## src/rtl/regf_mp_sb_pkg.sv

```systemverilog
// Shared defaults for the NPC integer register file: core widths and architectural indices.
package regf_mp_sb_pkg;

   localparam int unsigned CPU_WIDTH = 32;
   localparam int unsigned REG_NUM   = 16;
   localparam int unsigned REG_AW    = $clog2(REG_NUM);
   localparam int unsigned RD_PORTS  = 2;
   localparam int unsigned WR_PORTS  = 2;
   localparam int unsigned A0_IDX    = 10;

endpackage

```

## src/rtl/regf_fwd_sel.sv

```systemverilog
// Write-port match for one register address: hit flag and the winning (highest-index) data.
module regf_fwd_sel #(
   parameter int unsigned XLEN = 32,
   parameter int unsigned AW   = 4,
   parameter int unsigned NWR  = 2
) (
   input  logic [AW-1:0]       addr,
   input  logic [NWR-1:0]      wen,
   input  logic [NWR*AW-1:0]   waddr,
   input  logic [NWR*XLEN-1:0] wdata,
   output logic                hit_c,
   output logic [XLEN-1:0]     data_c
);

   // Later ports overwrite earlier matches, giving the highest index priority; x0 never hits.
   always_comb begin
      hit_c  = 1'b0;
      data_c = '0;
      for (int w = 0; w < NWR; w++) begin
         if (wen[w] && (waddr[w*AW +: AW] == addr)) begin
            hit_c  = 1'b1;
            data_c = wdata[w*XLEN +: XLEN];
         end
      end
      if (addr == '0) begin
         hit_c  = 1'b0;
         data_c = '0;
      end
   end

endmodule

```

## src/rtl/regf_mp_sb.sv

```systemverilog
// Multi-port integer register file with optional write->read bypass and a busy scoreboard.
module regf_mp_sb
   import regf_mp_sb_pkg::*;
#(
   parameter  int unsigned XLEN   = CPU_WIDTH,
   parameter  int unsigned NREG   = REG_NUM,
   parameter  int unsigned NRD    = RD_PORTS,
   parameter  int unsigned NWR    = WR_PORTS,
   parameter  int unsigned BYPASS = 1,
   localparam int unsigned AW     = $clog2(NREG)
) (
   input  logic                 clk,
   input  logic                 rst,
   input  logic [NRD*AW-1:0]    raddr,
   output logic [NRD*XLEN-1:0]  rdata,
   output logic [NRD-1:0]       rbusy,
   input  logic [NWR-1:0]       wen,
   input  logic [NWR*AW-1:0]    waddr,
   input  logic [NWR*XLEN-1:0]  wdata,
   input  logic                 iss_en,
   input  logic [AW-1:0]        iss_rd,
   input  logic                 flush,
   output logic                 s_a0zero,
   output logic [NREG*XLEN-1:0] flat_rf
);

   localparam bit BYP  = (BYPASS != 0);
   localparam bit POW2 = (NREG == (32'd1 << AW));

   logic [XLEN-1:0] rf_q [NREG];
   logic [XLEN-1:0] rf_d [NREG];
   logic [NREG-1:0] busy_q;
   logic [NREG-1:0] busy_d;

   logic [NREG-1:1] wr_hit;
   logic [XLEN-1:0] wr_data [1:NREG-1];
   logic [NRD-1:0]  rd_hit;
   logic [XLEN-1:0] rd_fdata [NRD];
   logic [NRD-1:0]  rd_ok;

   // Per-register write select: enable and priority-muxed data
   for (genvar r = 1; r < NREG; r++) begin : g_wsel
      regf_fwd_sel #(.XLEN(XLEN), .AW(AW), .NWR(NWR)) u_wsel (
         .addr   (AW'(r)),
         .wen    (wen),
         .waddr  (waddr),
         .wdata  (wdata),
         .hit_c  (wr_hit[r]),
         .data_c (wr_data[r])
      );
   end

   // Per-read-port forwarding lookup and address range check
   for (genvar p = 0; p < NRD; p++) begin : g_rsel
      regf_fwd_sel #(.XLEN(XLEN), .AW(AW), .NWR(NWR)) u_rsel (
         .addr   (raddr[p*AW +: AW]),
         .wen    (wen),
         .waddr  (waddr),
         .wdata  (wdata),
         .hit_c  (rd_hit[p]),
         .data_c (rd_fdata[p])
      );
      if (POW2) begin : g_full
         assign rd_ok[p] = 1'b1;
      end else begin : g_part
         assign rd_ok[p] = (32'(raddr[p*AW +: AW]) < NREG);
      end
   end

   // Next-state for storage and scoreboard; flush beats issue beats writeback
   always_comb begin
      busy_d = busy_q;
      for (int r = 0; r < NREG; r++) begin
         rf_d[r] = rf_q[r];
      end
      rf_d[0]   = '0;
      busy_d[0] = 1'b0;
      for (int r = 1; r < NREG; r++) begin
         if (wr_hit[r]) begin
            rf_d[r] = wr_data[r];
         end
         if (flush) begin
            busy_d[r] = 1'b0;
         end else if (iss_en && (iss_rd == AW'(r))) begin
            busy_d[r] = 1'b1;
         end else if (wr_hit[r]) begin
            busy_d[r] = 1'b0;
         end
      end
   end

   always_ff @(posedge clk) begin
      if (rst) begin
         for (int r = 0; r < NREG; r++) begin
            rf_q[r] <= '0;
         end
         busy_q <= '0;
      end else begin
         for (int r = 0; r < NREG; r++) begin
            rf_q[r] <= rf_d[r];
         end
         busy_q <= busy_d;
      end
   end

   // Asynchronous read ports; a same-cycle writeback also clears the hazard when bypassing
   always_comb begin
      rdata = '0;
      rbusy = '0;
      for (int p = 0; p < NRD; p++) begin
         if (rd_ok[p] && (raddr[p*AW +: AW] != '0)) begin
            if (BYP && rd_hit[p]) begin
               rdata[p*XLEN +: XLEN] = rd_fdata[p];
            end else begin
               rdata[p*XLEN +: XLEN] = rf_q[raddr[p*AW +: AW]];
            end
            rbusy[p] = busy_q[raddr[p*AW +: AW]] && !(BYP && rd_hit[p]);
         end
      end
   end

   if (NREG > A0_IDX) begin : g_a0
      assign s_a0zero = (rf_q[A0_IDX] == '0);
   end else begin : g_no_a0
      assign s_a0zero = 1'b1;
   end

   for (genvar r = 0; r < NREG; r++) begin : g_flat
      assign flat_rf[r*XLEN +: XLEN] = rf_q[r];
   end

endmodule

```

## config.mk

```make
export PLATFORM = sky130hd
export DESIGN_NAME = regf_mp_sb
export DESIGN_NICKNAME = d
export VERILOG_FILES = /design/src/rtl/regf_mp_sb_pkg.sv /design/src/rtl/regf_fwd_sel.sv /design/src/rtl/regf_mp_sb.sv
export SDC_FILE = /design/constraint.sdc
export NUM_CORES = 2
export LEC_CHECK = 0
export BUFFER_PORTS_ARGS = -buffer_cell sky130_fd_sc_hd__buf_2
export CAP_MARGIN = 20
export CORE_MARGIN = 2
export CORE_UTILIZATION = 45
export DETAILED_ROUTE_END_ITERATION = 10
export GPL_ROUTABILITY_DRIVEN = 1
export HOLD_SLACK_MARGIN = 0.1
export PLACE_DENSITY = 0.66
export SLEW_MARGIN = 40
export SYNTH_ARGS = -nofsm -noshare
export SYNTH_HDL_FRONTEND = slang
export SYNTH_SLANG_ARGS = --single-unit
```

## constraint.sdc

```tcl
create_clock -name clk -period 3.4 [get_ports clk]
set_input_delay 0.51 -clock clk [delete_from_list [all_inputs] [get_ports clk]]
set_output_delay 0.51 -clock clk [all_outputs]
set_load 0.005 [all_outputs]
```

**Word level (Yosys, flattened, before mapping)**

Memories as Yosys holds them, arrays and structs flattened.
Index checks and enable logic that the tools add are counted.

- Input port bits: 90
- Logic and storage cells: 304
- Bits in writable memories: 512
- Memories: 1
- Register bits: 16
- Output and inout port bits: 579

Memory list:

| name | words | bits a word | rd ports | clocked after memory_dff | write ports | RTL line | RTL |
|---|---|---|---|---|---|---|---|
| rf_q | 16 | 32 | 18 | 0 | 16 | regf_mp_sb.sv:30 | `logic [XLEN-1:0] rf_q [NREG];` |

- Bitwise gates (word level): 16
- Reductions and logical operators: 74
- $lt $le $gt $ge: 2
- Equality and inequality tests: 49
- Multiplexer cells: 146

Operators with widths:

| kind | number |
|---|---|
| 32-bit 2-to-1 mux | 71 |
| 4-bit == test, second input constant | 24 |
| 1-bit 2-to-1 mux | 73 |
| 1-bit logical AND | 51 |
| 4-bit by 3-bit == test with 1-bit output, second input constant | 12 |
| 32-bit logical NOT | 1 |
| 2-bit nonzero test | 15 |
| 4-bit by 2-bit == test with 1-bit output, second input constant | 6 |
| 4-bit == test | 4 |
| 1-bit bitwise OR | 16 |
| 4-bit by 1-bit == test with 1-bit output, second input constant | 3 |
| 4-bit by 5-bit less-than comparator with 1-bit output, second input constant | 2 |
| 1-bit binary-select mux with 4-bit select | 2 |
| 4-bit logical NOT | 2 |
| 4-bit nonzero test | 2 |
| 1-bit logical NOT | 2 |
| 2-bit OR reduction | 1 |

**Logic depth before layout (Yosys ltp)**

- Word-level depth: 8
- Depth in mapped cells: 9
- Mapped depth without buffers: 5

**Hierarchy**

Synthesis repeated with hierarchy kept, for this count alone.

- Cell total of the unflattened synthesis: 4941
- Area total of the unflattened synthesis: 41791.3 µm²

By module, submodules not included:

| module | sequential area each (µm²) | instances | area an instance (µm²) | cells each |
|---|---|---|---|---|
| regf_mp_sb | 9909.5 | 1 | 26753.2 | 2697 |
| regf_fwd_sel | 0.0 | 17 | 884.6 | 132 |

**Worst setup path after synthesis**

Ideal clock, no wire load.

- Path kind: input to output
- From: input raddr[6]
- To: output rdata[38]
- Path slack: 0.738 ns
- Arrival: 2.152 ns
- Stages: 7
- Path buffers: 4
- Cell sequence: buf_6 > buf_6 > buf_6 > clkbuf_1 > mux4_2 > a221o_1 > a221o_1

- Longest elaborated chain between the ends: 7
- Elaborated cells between the ends (all ways): 15

RTL lines:

| item | RTL line | RTL |
|---|---|---|
| start: declaration | regf_mp_sb.sv:14 | `input logic [NRD*AW-1:0] raddr,` |
| 4-bit == test | regf_fwd_sel.sv:20 | `if (wen[w] && (waddr[w*AW +: AW] == addr)) begin` |
| 1-bit logical AND | regf_fwd_sel.sv:20 |  |
| 32-bit 2-to-1 mux / 1-bit 2-to-1 mux (equally long branches) (2 in a row) | regf_fwd_sel.sv:20 |  |
| 32-bit 2-to-1 mux / 1-bit 2-to-1 mux (equally long branches) | regf_fwd_sel.sv:25 | `if (addr == '0) begin` |
| 32-bit 2-to-1 mux | regf_mp_sb.sv:112 | `if (BYP && rd_hit[p]) begin` |
| 32-bit 2-to-1 mux * | regf_mp_sb.sv:111 | `if (rd_ok[p] && (raddr[p*AW +: AW] != '0)) begin` |
| end: declaration | regf_mp_sb.sv:15 | `output logic [NRD*XLEN-1:0] rdata,` |

Mark *: on every way between the ends. The rest lies on a longest branch, timed or not.

**Worst setup path after layout**

- From: input raddr[0]
- To: output rdata[23]

The elaborated chain is that of the path after synthesis.

==> results_dict.tcl <==
set metrics [dict create \
    utilization_pct 53.8 \
    dr_wl_met2_um 62200 \
    layout.cells.non_filler 4630 \
    setup_violations 0 \
    crit_path_max_incr_delay_ns 0.61 \
    top_layer "met5" \
    cts_hold_buffers 0 \
    drive_above_1_share_pct 31.9 \
    async_reset_ff_share_pct 0 \
    crit_chain "clkbuf_8, buf_12, nor2b_4, buf_12, a221oi_1, nor3_1, a221oi_1, o22ai_1, buf_2" \
    post-place-cells 4517 \
    nets 3726 \
    final_hold_viol_count 0 \
    synth.avg_cell_area_sq_um 9.62 \
    drv_cap 0 \
    cts_resized 0 \
    met1_length_um 53300 \
    fin_crit_ns 3.33 \
    io_buffers 636 \
    critPathRequiredTime_ns 2.89 \
    drc 0 \
    vias 31100 \
    path_max_fanout 46 \
    initial_utilization_pct 45.4 \
    hp-class "in2reg" \
    clock.fmax_ghz 0.300 \
    synth_warnings 0 \
    grt_max_degree 97 \
    crit_type "in2out" \
    cts_setup_buffers 0 \
    p_leak_nw 15.3 \
    slew_headroom_pct 41.3 \
    final_common_cell "buf_2" \
    dr_wl_met3_um 16300 \
    via_per_inst 6.72 \
    grt_setup_unrepaired "no" \
    clock_skew_ns 0 \
    grt_pass1_vias 28700 \
    drtIter0Drc 3940 \
    coreArea_sq_mm 0.0698 \
    synth_top_area_cell "dfxtp_1" \
    clk_path_buf_depth 3 \
    cts_buffers 56 \
    placementRows 97 \
    root_buffer "clkbuf_16" \
    setup_tns_ns 0 \
    die_h_um 269 \
    gr-total-overflow 0 \
    grt_usage_pct 36.9 \
    pin_count 669 \
    cts_tree "done" \
    grt_first_pass_wirelength_um 203000 \
    fin_crit_sh_pct 97.9 \
    drtPass1Iterations 8 \
    synth_cell_types 48 \
    wl_per_cell_um 30.1 \
    netlist_area_sq_mm 0.0317 \
    mostFrequentLayoutCells "buf_2 (629), nor2_1 (495), dfxtp_1 (495)" \
    synth.top_cell.area_share_pct 31.3 \
    power_density_mw_per_mm2 407 \
    slew_viol_final 0 \
    gp_congestion 0.930 \
    cts_max_level 2 \
    cp_slowest_cell "nor3_1" \
    wl_um 139000 \
    endpoint_kind "output port" \
    ys_seq_area_share_pct 31.3 \
    peakVddDrop_uv 431 \
    ys.flop_type "dfxtp_1" \
    cts.sinks 495 \
    design.die.area_sq_mm 0.0725 \
    synth-seq-cells 495 \
    clk_latency_ns 0.61 \
    antenna_found_initial 8 \
    status "finished clean" \
    antenna_left 0 \
    tightest_slew_ns 0.880 \
    synthTopCellsByArea "dfxtp_1 (31%), mux2i_1 (15%), mux4_2 (14%), a211oi_1 (11%), nor2_1 (6.0%)" \
    startpoint_type "input pin" \
    synthCells 3290 \
    die_x_um 269 \
    area_delta_synth_final_pct 18.7 \
    dp_hpwl_um 94900 \
    clkTransAtPathRegs_ns 0.06 \
    synth-edff-count 0 \
    holdWs_ns 0.238 \
    arrival_ns 2.82 \
]
-- power by group --
group / switching, mW / total, mW / internal (mW)
logic: 1.47 / 2.46 / 0.992
clock network: 2.66 / 6.54 / 3.88
registers: 0.285 / 6.28 / 6.00
-- final cells by class --
cell class                      count  area [sq um]
Tap cell                          940          1180
Fill cell                        6239         32200
Antenna cell                        6          15.0
Clock inverter                     26           337
Sequential cell                   495          9910
Multi-Input combinational cell   2315         19900
Timing Repair Buffer              765          4630
Clock buffer                       80          1630
Inverter                            3          11.3
-- worst paths after layout --
check | startpoint | to | slack, ns | cells past startpoint
setup reg to reg | rf_q[3][3] | rf_q[3][3] | 2.36 | 2
hold reg to reg | busy_q[10] | busy_q[10] | 0.50 | 2
hold / removal | iss_rd[0] | busy_q[15] | 0.24 | 3
setup / recovery | raddr[0] | rdata[23] | 0.07 | 9
-- registers in the layout, indices dropped and copies added, names as in the netlist --
name and flops:
rf_q 480, busy_q 15
-- metrics by stage --
| stage | area (sq um) | setup WS, ns | power (mW) |
|---|---|---|---|
| 3_3_place_gp | 35500 | 0.152 | 8.76 |
| 5_1_grt | 37600 | 0.0715 | 15.7 |
| 6_report | 37600 | 0.0720 | 15.3 |
| 2_1_floorplan | 31800 | 0.738 | 7.79 |
| 4_1_cts | 37500 | 0.161 | 15.2 |
| 3_5_place_dp | 35600 | 0.175 | 8.79 |
-- Yosys cell counts, types with 3 or more instances --
| cell type | count |
|---|---|
| nor2_1 | 503 |
| dfxtp_1 | 495 |
| mux2i_1 | 480 |
| a211oi_1 | 448 |
| clkbuf_1 | 299 |
| mux4_2 | 200 |
| buf_2 | 103 |
| a221oi_1 | 96 |
| nor2b_1 | 79 |
| nor3_1 | 70 |
| a221o_1 | 58 |
| nand2_1 | 58 |
| buf_1 | 54 |
| mux2_2 | 46 |
| nand3_1 | 38 |
| buf_4 | 37 |
| and2_1 | 33 |
| a311oi_1 | 32 |
| o22ai_1 | 32 |
| mux2_4 | 22 |
| buf_6 | 15 |
| a21oi_1 | 10 |
| nor4_1 | 10 |
| nand3b_1 | 9 |
| xor2_1 | 9 |
| xnor2_1 | 7 |
| a32oi_1 | 5 |
| and3_1 | 5 |
| nand2b_1 | 4 |
| nor3b_1 | 4 |
| a22o_1 | 3 |
| and3b_1 | 3 |
| inv_1 | 3 |
-- worst max-delay path, delay by kind of cell --
| kind | cells | cell delay (ns) |
|---|---|---|
| AND/OR/NAND/NOR | 2 | 0.99 |
| AO/OA/AOI/OAI | 3 | 0.51 |
| buffers and inverters | 4 | 0.75 |
-- logic make-up (layout without fill, tap and decap cells) --
kind of cell	after synthesis	after routing	share of synthesized area [%]
AND/OR/NAND/NOR	824	824	11.6
multiplexers	748	748	32.1
AO/OA/AOI/OAI	695	695	17.3
buffers and inverters	511	874	7.26
flip-flops	495	495	31.3
XOR/XNOR	16	16	0.443
other	1	38	0.0118
-- metal layers --
layer	track usage [%]	vias up
li1	-	13100
met1	48.7	15200
met2	57.0	2362
met3	8.32	472
met4	18.1	6
met5	0	-
Power figures use the tool's default switching activity.
